$ cat config.mk
export PLATFORM = sky130hd
export DESIGN_NAME = uart_rx_flat
export DESIGN_NICKNAME = d
export VERILOG_FILES = /design/src/rtl/uart_pkg.sv /design/src/rtl/uart_rx_if.sv /design/src/rtl/uart_rx_tick_gen.sv /design/src/rtl/uart_rx.sv /design/src/flat_wrapper.sv
export SDC_FILE = /design/constraint.sdc
export NUM_CORES = 1
export LEC_CHECK = 0
export CAP_MARGIN = 20
export CORE_MARGIN = 3
export CORE_UTILIZATION = 57
export CTS_CLUSTER_SIZE = 10
export DETAILED_ROUTE_END_ITERATION = 6
export HOLD_SLACK_MARGIN = 0.1
export PLACE_DENSITY = 0.78
export SYNTH_ARGS = -nofsm -noshare
export SYNTH_HDL_FRONTEND = slang
export SYNTH_SLANG_ARGS = --single-unit
$ cat constraint.sdc
create_clock -name clk -period 2.11 [get_ports clk]
set_input_delay 0.633 -clock clk [delete_from_list [all_inputs] [get_ports clk]]
set_output_delay 0.633 -clock clk [all_outputs]
set_load 0.005 [all_outputs]
$ cat src/rtl/uart_pkg.sv
// Shared UART definitions: FSM state encoding, oversampling constants and
// the parity rule used by both the receiver and the transmitter.
package uart_pkg;

   typedef enum logic [2:0] {
      IDLE   = 3'd0,
      START  = 3'd1,
      DATA   = 3'd2,
      PARITY = 3'd3,
      STOP   = 3'd4
   } uart_state_e;

   localparam int         OVERSAMPLE  = 16;
   localparam logic [3:0] MID_SAMPLE  = 4'd7;
   localparam logic [3:0] LAST_SAMPLE = 4'd15;

   typedef enum logic {
      PARITY_EVEN = 1'b0,
      PARITY_ODD  = 1'b1
   } parity_mode_e;

   localparam parity_mode_e PARITY_MODE = PARITY_EVEN;

   // 1 when the received parity bit disagrees with the data under the given mode
   function automatic logic parity_bad(input logic [7:0] data, input logic par,
                                       input parity_mode_e mode);
      return par ^ (^data) ^ (mode == PARITY_ODD);
   endfunction

endpackage

$ cat src/rtl/uart_rx_if.sv
// Host-side receive buffer port: byte, error flags and valid/ready handshake.
interface uart_rx_if;
   logic [7:0] rx_data;
   logic       rx_valid;
   logic       rx_ready;
   logic       parity_err;
   logic       frame_err;
   logic       overrun_err;

   modport master (output rx_data, rx_valid, parity_err, frame_err, overrun_err,
                   input  rx_ready);
   modport slave  (input  rx_data, rx_valid, parity_err, frame_err, overrun_err,
                   output rx_ready);
endinterface

$ cat src/rtl/uart_rx_tick_gen.sv
// Oversample tick generator: one-cycle tick every CLK_DIV clocks, with a
// synchronous clear used to phase-align sampling to a start edge.
module uart_rx_tick_gen #(
   parameter int CLK_DIV = 33
) (
   input  logic clk,
   input  logic rst,
   input  logic clr,
   output logic tick
);
   localparam int CW = (CLK_DIV > 1) ? $clog2(CLK_DIV) : 1;

   logic [CW-1:0] cnt;

   assign tick = (cnt == CW'(CLK_DIV - 1));

   always_ff @(posedge clk) begin
      if (rst || clr || tick) cnt <= '0;
      else                    cnt <= cnt + 1'b1;
   end
endmodule

$ cat src/rtl/uart_rx.sv
// UART receiver: 8E1 frames, 16x oversampling with mid-bit sampling, and a
// one-entry receive buffer handed to the host over a valid/ready handshake.
module uart_rx #(
   parameter int CLK_DIV    = 33,
   parameter int OVERSAMPLE = 16
) (
   input  logic       clk,
   input  logic       rst,
   input  logic       UARTn_RXD,
   output logic       UARTn_RTS,
   uart_rx_if.master  host
);
   import uart_pkg::*;

   localparam logic [3:0] MID_TICK  = 4'(OVERSAMPLE / 2 - 1);
   localparam logic [3:0] LAST_TICK = 4'(OVERSAMPLE - 1);

   logic        rxd_p0, rxd_p1, rxd_prev;
   logic        rxd_s;
   logic        start_edge, tick;
   uart_state_e state;
   logic [3:0]  s_cnt;
   logic [2:0]  b_idx;
   logic [7:0]  shift;
   logic        par_bad, stop_sample;
   logic        load_p1;

   assign rxd_s      = rxd_p1;
   assign start_edge = (state == IDLE) && !rxd_s && rxd_prev;

   uart_rx_tick_gen #(.CLK_DIV(CLK_DIV)) u_tick (
      .clk  (clk),
      .rst  (rst),
      .clr  (start_edge),
      .tick (tick)
   );

   // Bit-level receive FSM; data-path registers (shift, par_bad, stop_sample) carry no reset
   always_ff @(posedge clk) begin
      if (rst) begin
         rxd_p0   <= 1'b1;
         rxd_p1   <= 1'b1;
         rxd_prev <= 1'b1;
         state    <= IDLE;
         s_cnt    <= '0;
         b_idx    <= '0;
         load_p1  <= 1'b0;
      end else begin
         rxd_p0   <= UARTn_RXD;
         rxd_p1   <= rxd_p0;
         rxd_prev <= rxd_p1;
         load_p1  <= 1'b0;
         case (state)
            IDLE: begin
               if (start_edge) begin
                  state <= START;
                  s_cnt <= '0;
               end
            end
            START: begin
               if (tick) begin
                  if (s_cnt == MID_TICK) begin
                     if (rxd_s) begin
                        state <= IDLE;
                     end else begin
                        s_cnt <= '0;
                        b_idx <= '0;
                        state <= DATA;
                     end
                  end else begin
                     s_cnt <= s_cnt + 4'd1;
                  end
               end
            end
            DATA: begin
               if (tick) begin
                  s_cnt <= s_cnt + 4'd1;
                  if (s_cnt == LAST_TICK) begin
                     shift[b_idx] <= rxd_s;
                     if (b_idx == 3'd7) state <= PARITY;
                     else               b_idx <= b_idx + 3'd1;
                  end
               end
            end
            PARITY: begin
               if (tick) begin
                  s_cnt <= s_cnt + 4'd1;
                  if (s_cnt == LAST_TICK) begin
                     par_bad <= parity_bad(shift, rxd_s, PARITY_MODE);
                     state   <= STOP;
                  end
               end
            end
            STOP: begin
               if (tick) begin
                  s_cnt <= s_cnt + 4'd1;
                  if (s_cnt == LAST_TICK) begin
                     stop_sample <= rxd_s;
                     load_p1     <= 1'b1;
                     state       <= IDLE;
                  end
               end
            end
            default: state <= IDLE;
         endcase
      end
   end

   // Receive buffer stage: load one clock after the stop sample, or flag overrun
   always_ff @(posedge clk) begin
      if (rst) begin
         host.rx_data     <= '0;
         host.rx_valid    <= 1'b0;
         host.parity_err  <= 1'b0;
         host.frame_err   <= 1'b0;
         host.overrun_err <= 1'b0;
         UARTn_RTS        <= 1'b1;
      end else begin
         if (host.rx_valid && host.rx_ready) begin
            host.rx_valid    <= 1'b0;
            host.overrun_err <= 1'b0;
         end
         if (load_p1) begin
            if (!host.rx_valid || host.rx_ready) begin
               host.rx_data    <= shift;
               host.parity_err <= par_bad;
               host.frame_err  <= ~stop_sample;
               host.rx_valid   <= 1'b1;
            end else begin
               host.overrun_err <= 1'b1;
            end
         end
         UARTn_RTS <= ~host.rx_valid;
      end
   end
endmodule

$ cat src/flat_wrapper.sv
// flat-port wrapper written by rule: the top's interface ports become plain ports
module uart_rx_flat import uart_pkg::*;
#(
   parameter int CLK_DIV    = 33,
   parameter int OVERSAMPLE = 16
)
  (clk, rst, UARTn_RXD, UARTn_RTS, host_rx_data, host_rx_valid, host_parity_err, host_frame_err, host_overrun_err, host_rx_ready);
  uart_rx_if host_i ();
  input  logic clk;
  input  logic rst;
  input  logic UARTn_RXD;
  output logic UARTn_RTS;
  output wire logic [$bits(host_i.rx_data)-1:0] host_rx_data;
  output wire logic [$bits(host_i.rx_valid)-1:0] host_rx_valid;
  output wire logic [$bits(host_i.parity_err)-1:0] host_parity_err;
  output wire logic [$bits(host_i.frame_err)-1:0] host_frame_err;
  output wire logic [$bits(host_i.overrun_err)-1:0] host_overrun_err;
  input wire logic [$bits(host_i.rx_ready)-1:0] host_rx_ready;
  assign host_rx_data = host_i.rx_data;
  assign host_rx_valid = host_i.rx_valid;
  assign host_parity_err = host_i.parity_err;
  assign host_frame_err = host_i.frame_err;
  assign host_overrun_err = host_i.overrun_err;
  assign host_i.rx_ready = host_rx_ready;
  uart_rx #(.CLK_DIV(CLK_DIV), .OVERSAMPLE(OVERSAMPLE)) u_core (.clk(clk), .rst(rst), .UARTn_RXD(UARTn_RXD), .UARTn_RTS(UARTn_RTS), .host(host_i));
endmodule
==> metrics.txt, run 1 <==
# TYPE chip_impl_metric gauge
chip_impl_info{name="synthTopCellsByArea",value="dfxtp_1 (32%), edfxtp_1 (14%), a21oi_1 (4.3%), nand2_1 (3.4%), nor2_1 (3.4%)"} 1
chip_impl_metric{name="clkTransAtPathRegs",unit="ns"} 0.09
chip_impl_metric{name="std_cell_rows",unit=""} 21
chip_impl_metric{name="finalWorstSetupSlack",unit="ns"} 0.0593
chip_impl_info{name="cp-start-kind",value="primary input"} 1
chip_impl_info{name="netlist.top_cell.by_area",value="dfxtp_1"} 1
chip_impl_info{name="root_buffer",value="clkbuf_8"} 1
chip_impl_metric{name="yosys_warnings",unit=""} 0
chip_impl_metric{name="power.share.switching",unit="%"} 24.1
chip_impl_info{name="hold_path_class",value="reg -> reg"} 1
chip_impl_metric{name="critical-path-max-stage-delay",unit="ns"} 0.45
chip_impl_metric{name="whs",unit="ns"} 0.426
chip_impl_metric{name="post_synth.cell_area_avg",unit="µm²"} 9.32
chip_impl_metric{name="power.internal",unit="W"} 0.00112
chip_impl_info{name="cts_tree",value="done"} 1
chip_impl_info{name="path_delay_family",value="simple AND/OR/NAND/NOR gates"} 1
chip_impl_metric{name="insertion_delay",unit="ns"} 0.30
chip_impl_metric{name="timing_worst_slew_pin_value",unit="ns"} 0.435
chip_impl_metric{name="synth_cell_types",unit=""} 51
chip_impl_metric{name="final_antenna_net_count",unit=""} 0
chip_impl_metric{name="layout-area-overhead-vs-synth",unit="%"} 15.2
chip_impl_metric{name="post-route-drc-count",unit=""} 0
chip_impl_metric{name="die_w",unit="µm"} 66.5
chip_impl_metric{name="final_non_filler_cell_total",unit=""} 291
chip_impl_metric{name="total_of_max_cap_violations",unit=""} 0
chip_impl_metric{name="maxSlewViolCount",unit=""} 0
chip_impl_info{name="worstSetupPathType",value="in -> reg"} 1
chip_impl_metric{name="post-route-period-util",unit="%"} 97.2
chip_impl_metric{name="drt-initial-drc-count",unit=""} 91
chip_impl_metric{name="grt_start_max_net_pins",unit=""} 26
chip_impl_metric{name="synth.cell_area",unit="µm²"} 2090
chip_impl_metric{name="wire_per_inst",unit="µm"} 13.9
chip_impl_metric{name="post_cts.repair.setup_buffers",unit=""} 0
chip_impl_metric{name="netlist_instances",unit=""} 224
chip_impl_metric{name="vdd_ir_drop_max",unit="µV"} 416
chip_impl_info{name="outcome",value="finished, final reports clean"} 1
chip_impl_metric{name="die_h",unit="µm"} 66.5
chip_impl_metric{name="power.share.sequential",unit="%"} 58.0
chip_impl_metric{name="gpl.final_weighted_congestion",unit=""} 0.944
chip_impl_metric{name="ctsLongestPathBuffers",unit=""} 2
chip_impl_metric{name="placement.io_buffers",unit=""} 16
chip_impl_metric{name="firstDrtPassIters",unit=""} 4
chip_impl_metric{name="synth_edf_count",unit=""} 10
chip_impl_info{name="dominantRegCellSynth",value="dfxtp_1"} 1
chip_impl_metric{name="yosysSeqAreaShare",unit="%"} 46.0
chip_impl_metric{name="cts.sink_count",unit=""} 43
chip_impl_metric{name="fin_util",unit="%"} 69.9
chip_impl_metric{name="asyncSetResetFlopFracSynth",unit="%"} 0
chip_impl_info{name="type_of_destination_of_the_critical_path",value="flop"} 1
chip_impl_info{name="timing.critical_path.slowest_stage_cell",value="clkdlybuf4s50_1"} 1
chip_impl_metric{name="numPlacedInstances",unit=""} 283
chip_impl_metric{name="maxClockFrequency",unit="MHz"} 488
chip_impl_metric{name="mappedNetlistNets",unit=""} 233
chip_impl_metric{name="cts_hold_repair.buffers",unit=""} 0
chip_impl_metric{name="maxSlewHeadroom",unit="%"} 71.0
chip_impl_metric{name="cp_max_fo",unit=""} 4
chip_impl_metric{name="design.portCount",unit=""} 17
chip_impl_metric{name="crit_required",unit="ns"} 2.11
chip_impl_metric{name="wire_length_of_the_first_global_routing_pass",unit="µm"} 6970
chip_impl_metric{name="via_per_inst",unit=""} 6.00
chip_impl_metric{name="clkPwrFrac",unit="%"} 36.6
chip_impl_metric{name="numCtsBuffers",unit=""} 5
chip_impl_metric{name="synthDominantCellAreaShare",unit="%"} 31.6
chip_impl_metric{name="synth-seq-cells",unit=""} 43
chip_impl_metric{name="critical_path.n_buffers_inverters",unit=""} 1
chip_impl_metric{name="grt.total_usage",unit="%"} 20.6
chip_impl_metric{name="leakage",unit="nW"} 0.828
chip_impl_metric{name="finalWirelength",unit="µm"} 4050
chip_impl_metric{name="total_switching_power",unit="W"} 0.000356
chip_impl_metric{name="worstPathArrival",unit="ns"} 2.05
chip_impl_info{name="rsz0062_at_grt",value="yes"} 1
chip_impl_metric{name="floorplan.initialDensity",unit="%"} 60.7
chip_impl_metric{name="num-nets-final",unit=""} 253
chip_impl_metric{name="power_density",unit="nW/µm²"} 615
chip_impl_metric{name="layout-drive-gt1-share",unit="%"} 10.2
chip_impl_metric{name="fin_skew",unit="ns"} 0.00372
chip_impl_metric{name="h-tree-depth",unit=""} 2
chip_impl_metric{name="antenna_found_initial",unit=""} 0
chip_impl_metric{name="floorplan.die_area",unit="µm²"} 4430
chip_impl_metric{name="placement.setup.worst_slack",unit="ns"} -0.313
chip_impl_metric{name="route.vias.total",unit=""} 1747
chip_impl_metric{name="via_count_of_the_first_global_routing_pass",unit=""} 1623
chip_impl_metric{name="finalSetupViolations",unit=""} 0
chip_impl_metric{name="comb_power_share",unit="%"} 5.4
chip_impl_metric{name="place.detailed.hpwl",unit="µm"} 2940
chip_impl_metric{name="gr-total-overflow",unit=""} 0
chip_impl_metric{name="core_area",unit="µm²"} 3440
chip_impl_metric{name="antennaDiodeCount",unit=""} 0
chip_impl_metric{name="min_period",unit="ns"} 2.05
chip_impl_info{name="worstPathCellList",value="clkdlybuf4s50_1 > nor2b_2 > nand4_1 > or3_1 > nor3_1"} 1
chip_impl_metric{name="report.final.hold_viol_count",unit=""} 0
-- state kept, by name (all words and copies together) (netlist names), 3 cells and up --
signal               cells
u_core.u_tick.cnt        6
u_core.state             3
u_core.shift             8
u_core.s_cnt             4
u_core.host.rx_data      8
u_core.b_idx             3
-- path summary, 6_finish.rpt --
kind	startpoint	to	slack [ns]	cells after the start
max	rst	u_core.shift[0]	0.06	5
min	u_core.rxd_p0	u_core.rxd_p1	0.43	1
min reg2reg	u_core.rxd_p0	u_core.rxd_p1	0.43	1
max reg2reg	u_core.s_cnt[0]	u_core.shift[0]	0.13	5
-- per-stage QoR --
step           setup TNS [ns]  total power, W  instance area [µm²]
3_5_place_dp            -1.96        0.000956                 2310
6_report                    0         0.00148                 2400
5_1_grt               -0.0106         0.00153                 2400
4_1_cts                     0         0.00149                 2400
3_3_place_gp            -1.39        0.000952                 2310
2_1_floorplan               0        0.000936                 2090
-- cells in the mapped netlist, types with 3 or more instances --
master	count
o21ai_0	4
or2_2	3
dfxtp_1	33
edfxtp_1	10
xnor2_1	8
nand3_1	14
a21oi_1	18
inv_1	8
a211oi_1	5
clkbuf_1	7
nor2_1	19
or3b_1	3
nor3_1	5
ha_1	5
xor2_1	4
nor3b_1	3
nand2b_1	6
nand2_1	19
or3_1	4
or4_1	3
o31ai_1	4
-- per-layer routing --
| metal | global-route usage [%] | part of all wire, % | vias to the layer above |
|---|---|---|---|
| met3 | 5.56 | 5.7 | 6 |
| met1 | 23.8 | 45 | 840 |
| met2 | 35.2 | 48 | 51 |
| li1 | - | - | 850 |
| met4 | 9.90 | 1.7 | 0 |
| met5 | 0 | 0 | - |
-- layout by cell type (no fill, tap or decap), types with 2 or more instances in the layout --
cell type,netlist,routed
nand3b_1,2,2
o31ai_1,4,4
nand4b_1,2,2
a211oi_1,5,5
clkdlybuf4s50_1,0,16
or3b_1,3,3
nand3_1,14,14
edfxtp_1,10,10
a2bb2oi_1,2,2
nor3_1,5,5
or4_1,3,3
inv_1,8,8
mux2i_1,2,2
o21ai_0,4,4
nand4_1,2,2
xnor2_1,8,8
nand2b_1,6,6
nor3b_1,3,3
nand2_1,19,19
dfxtp_1,33,33
nor2_1,19,19
a21oi_1,18,18
nor4b_1,2,2
ha_1,5,5
xor2_1,4,4
or3_1,4,4
clkbuf_8,0,5
inv_4,0,2
buf_4,2,7
or2_2,3,3
a21o_1,2,2
-- worst reg2reg max path: cells and delay by family (launching register included) --
kind          cells  cell delay [ns]
simple gates      4             1.00
fa+ha+maj         1             0.27
flops             1             0.39
-- power by group through the flow --
stage               logic [W]  registers [W]  clock network (W)
floorplan           0.0000614       0.000874                  0
global placement    0.0000768       0.000875                  0
detailed placement  0.0000795       0.000876                  0
CTS                 0.0000798       0.000857           0.000552
global route        0.0000889       0.000859           0.000581
finish              0.0000798       0.000857           0.000542
-- cell families (layout without fill, tap and decap cells) --
| family | count (synthesis) | in the layout | synth area share, % |
|---|---|---|---|
| compound gates | 47 | 47 | 15.0 |
| mux | 2 | 2 | 0.959 |
| buf+inv | 18 | 39 | 3.65 |
| xor+xnor | 12 | 12 | 5.03 |
| fa+ha+maj | 5 | 5 | 3.00 |
| simple gates | 97 | 97 | 26.3 |
| flops | 43 | 43 | 46.0 |
-- layout make-up --
cell class / count / area (µm²)
flip-flops and latches: 43 / 961
multi-input cells: 163 / 1050
fillers: 265 / 1040
clock inverters: 3 / 21.3
well taps: 46 / 57.6
repair buffers: 23 / 213
inverters: 8 / 30.0
clock buffers: 5 / 68.8
-- repair_timing --
action / 4_1_cts / 5_1_grt
endpoints found under the hold margin: 0 / 0
endpoints found under the setup margin: 0 / 8
resized for setup: 0 / 1
(Power assumes the default switching activity.)
==> inputs of run 2 (changes only) <==
CORE_UTILIZATION = 61   (was 57)
HOLD_SLACK_MARGIN = not set   (was 0.1)
PLACE_DENSITY = 0.83   (was 0.78)
SKIP_CTS_REPAIR_TIMING = 1   (was not set)
clock period = 2.5 ns   (was 2.11 ns; I/O delays follow)
==> metrics.txt, run 2 (synthesis results as in run 1) <==
# TYPE chip_impl_metric gauge
chip_impl_metric{name="finalSetupViolations",unit=""} 0
chip_impl_metric{name="numPlacedInstances",unit=""} 277
chip_impl_metric{name="final_antenna_net_count",unit=""} 0
chip_impl_metric{name="die_h",unit="µm"} 64.5
chip_impl_metric{name="place.detailed.hpwl",unit="µm"} 2920
chip_impl_metric{name="whs_path_depth",unit=""} 1
chip_impl_info{name="cp-start-kind",value="primary input"} 1
chip_impl_metric{name="via_per_inst",unit=""} 5.91
chip_impl_metric{name="nFillCells",unit=""} 257
chip_impl_metric{name="grt_start_max_net_pins",unit=""} 26
chip_impl_metric{name="antennaDiodeCount",unit=""} 0
chip_impl_metric{name="final_non_filler_cell_total",unit=""} 285
chip_impl_metric{name="finalWirelength",unit="µm"} 4050
chip_impl_metric{name="wire_per_inst",unit="µm"} 14.2
chip_impl_metric{name="placement.setup.worst_slack",unit="ns"} 0.0101
chip_impl_info{name="layout_common_cells",value="dfxtp_1 (33), nand2_1 (19), nor2_1 (19)"} 1
chip_impl_metric{name="maxSlewViolCount",unit=""} 0
chip_impl_info{name="rsz0062_at_grt",value="no"} 1
chip_impl_metric{name="worstPathArrival",unit="ns"} 2.18
chip_impl_metric{name="ff2ff_path_depth",unit=""} 3
chip_impl_metric{name="core_area",unit="µm²"} 3150
chip_impl_metric{name="post-route-drc-count",unit=""} 0
chip_impl_metric{name="min_period",unit="ns"} 2.10
chip_impl_metric{name="h-tree-depth",unit=""} 2
chip_impl_metric{name="insertion_delay",unit="ns"} 0.36
chip_impl_info{name="most_common_cell_after_layout_fill_and_taps_aside",value="dfxtp_1"} 1
chip_impl_metric{name="grt.total_usage",unit="%"} 21.7
chip_impl_info{name="outcome",value="finished, final reports clean"} 1
chip_impl_metric{name="route.vias.total",unit=""} 1683
chip_impl_metric{name="post-route-period-util",unit="%"} 84.1
chip_impl_info{name="launch_point_of_the_worst_hold_path",value="u_core.rxd_p0"} 1
chip_impl_metric{name="std_cell_rows",unit=""} 20
chip_impl_metric{name="finalWorstSetupSlack",unit="ns"} 0.397
chip_impl_metric{name="crit_required",unit="ns"} 2.58
chip_impl_metric{name="leakage",unit="nW"} 0.806
chip_impl_metric{name="wire_length_of_the_first_global_routing_pass",unit="µm"} 7100
chip_impl_info{name="hold_path_class",value="reg -> reg"} 1
chip_impl_metric{name="numCtsBuffers",unit=""} 5
chip_impl_metric{name="floorplan.die_area",unit="µm²"} 4160
chip_impl_metric{name="fin_setup_tns",unit="ns"} 0
chip_impl_metric{name="rrSetupSlack",unit="ns"} 0.45
chip_impl_info{name="rr_startpoint",value="u_core.state[1]"} 1
chip_impl_metric{name="antenna_found_initial",unit=""} 0
chip_impl_metric{name="clkTransAtPathRegs",unit="ns"} 0.13
chip_impl_info{name="hold-path-endpoint",value="u_core.rxd_p1"} 1
chip_impl_metric{name="total_of_max_cap_violations",unit=""} 0
chip_impl_metric{name="layout-drive-gt1-share",unit="%"} 8.30
chip_impl_metric{name="timing_worst_slew_pin_value",unit="ns"} 0.537
chip_impl_metric{name="maxSlewHeadroom",unit="%"} 64.1
chip_impl_metric{name="firstDrtPassIters",unit=""} 4
chip_impl_metric{name="via_count_of_the_first_global_routing_pass",unit=""} 1644
chip_impl_metric{name="placement.io_buffers",unit=""} 16
chip_impl_metric{name="cp_max_fo",unit=""} 4
chip_impl_info{name="largest_registers",value="u_core.host.rx_data (8), u_core.shift (8), u_core.u_tick.cnt (6)"} 1
chip_impl_metric{name="floorplan.initialDensity",unit="%"} 66.2
chip_impl_metric{name="maxClockFrequency",unit="MHz"} 475
chip_impl_info{name="critPathLaunch",value="rst"} 1
chip_impl_info{name="type_of_destination_of_the_critical_path",value="flop"} 1
chip_impl_metric{name="gpl.final_weighted_congestion",unit=""} 0.840
chip_impl_info{name="root_buffer",value="clkbuf_4"} 1
chip_impl_metric{name="report.final.hold_viol_count",unit=""} 0
chip_impl_metric{name="fin_util",unit="%"} 75.0
chip_impl_info{name="worstSetupPathType",value="in -> reg"} 1
chip_impl_metric{name="cts.sink_count",unit=""} 43
chip_impl_info{name="r2r_end",value="u_core.shift[1]"} 1
chip_impl_metric{name="design.portCount",unit=""} 17
chip_impl_metric{name="power_density",unit="nW/µm²"} 530
chip_impl_metric{name="die_w",unit="µm"} 64.5
chip_impl_metric{name="drt-initial-drc-count",unit=""} 120
chip_impl_metric{name="num-nets-final",unit=""} 249
chip_impl_metric{name="ctsLongestPathBuffers",unit=""} 2
chip_impl_metric{name="gr-total-overflow",unit=""} 0
chip_impl_metric{name="layout-area-overhead-vs-synth",unit="%"} 13.3
chip_impl_metric{name="fin_skew",unit="ns"} 0.00998
chip_impl_info{name="cts_tree",value="done"} 1
chip_impl_metric{name="vdd_ir_drop_max",unit="µV"} 287
run 2: where the power goes:
part / internal, W / switching, W
clock: 0.000236 / 0.000228
combinational: 0.0000290 / 0.0000350
sequential: 0.000716 / 0.0000104
total: 0.000981 / 0.000273
run 2: through the flow:
step	total power (W)	hold slack (ns)	area, µm²
finish	0.00125	0.431	2370
global route	0.00130	0.461	2370
CTS	0.00126	0.432	2370
detailed placement	0.000806	0.400	2280
global placement	0.000802	0.396	2280
floorplan	0.000790	0.389	2090
run 2: worst max-delay path by stage:
stage,to,slack [ns],cells past startpoint
3_3_place_gp,u_core.shift[1],0.06,5
3_5_place_dp,u_core.shift[1],0.01,5
4_1_cts,u_core.shift[1],0.41,5
5_1_grt,u_core.shift[0],0.32,5
2_1_floorplan,u_core.shift[1],0.42,5
6_report,u_core.shift[1],0.40,5
run 2: per-layer routing:
metal | global-route usage (%) | share of wire [%]
met5 | 0 | 0
met2 | 37.9 | 50
met1 | 25.4 | 42
met3 | 5.72 | 6.2
met4 | 8.44 | 1.8
run 2: critical path, stage by stage:
cell	delay [ns]
clkdlybuf4s50_1	0.42
nor2b_1	0.22
nand4_1	0.18
or3_1	0.41
nor3_1	0.18
run 2: area by class of cell:
type / instances / area (µm²) / share of cell area, %
Multi-Input combinational cell: 163 / 1050 / 44.4
Inverter: 8 / 30.0 / 1.27
Tap cell: 44 / 55.1 / 2.33
Clock buffer: 6 / 51.3 / 2.17
Timing Repair Buffer: 19 / 183 / 7.72
Sequential cell: 43 / 961 / 40.6
Clock inverter: 2 / 35.0 / 1.48
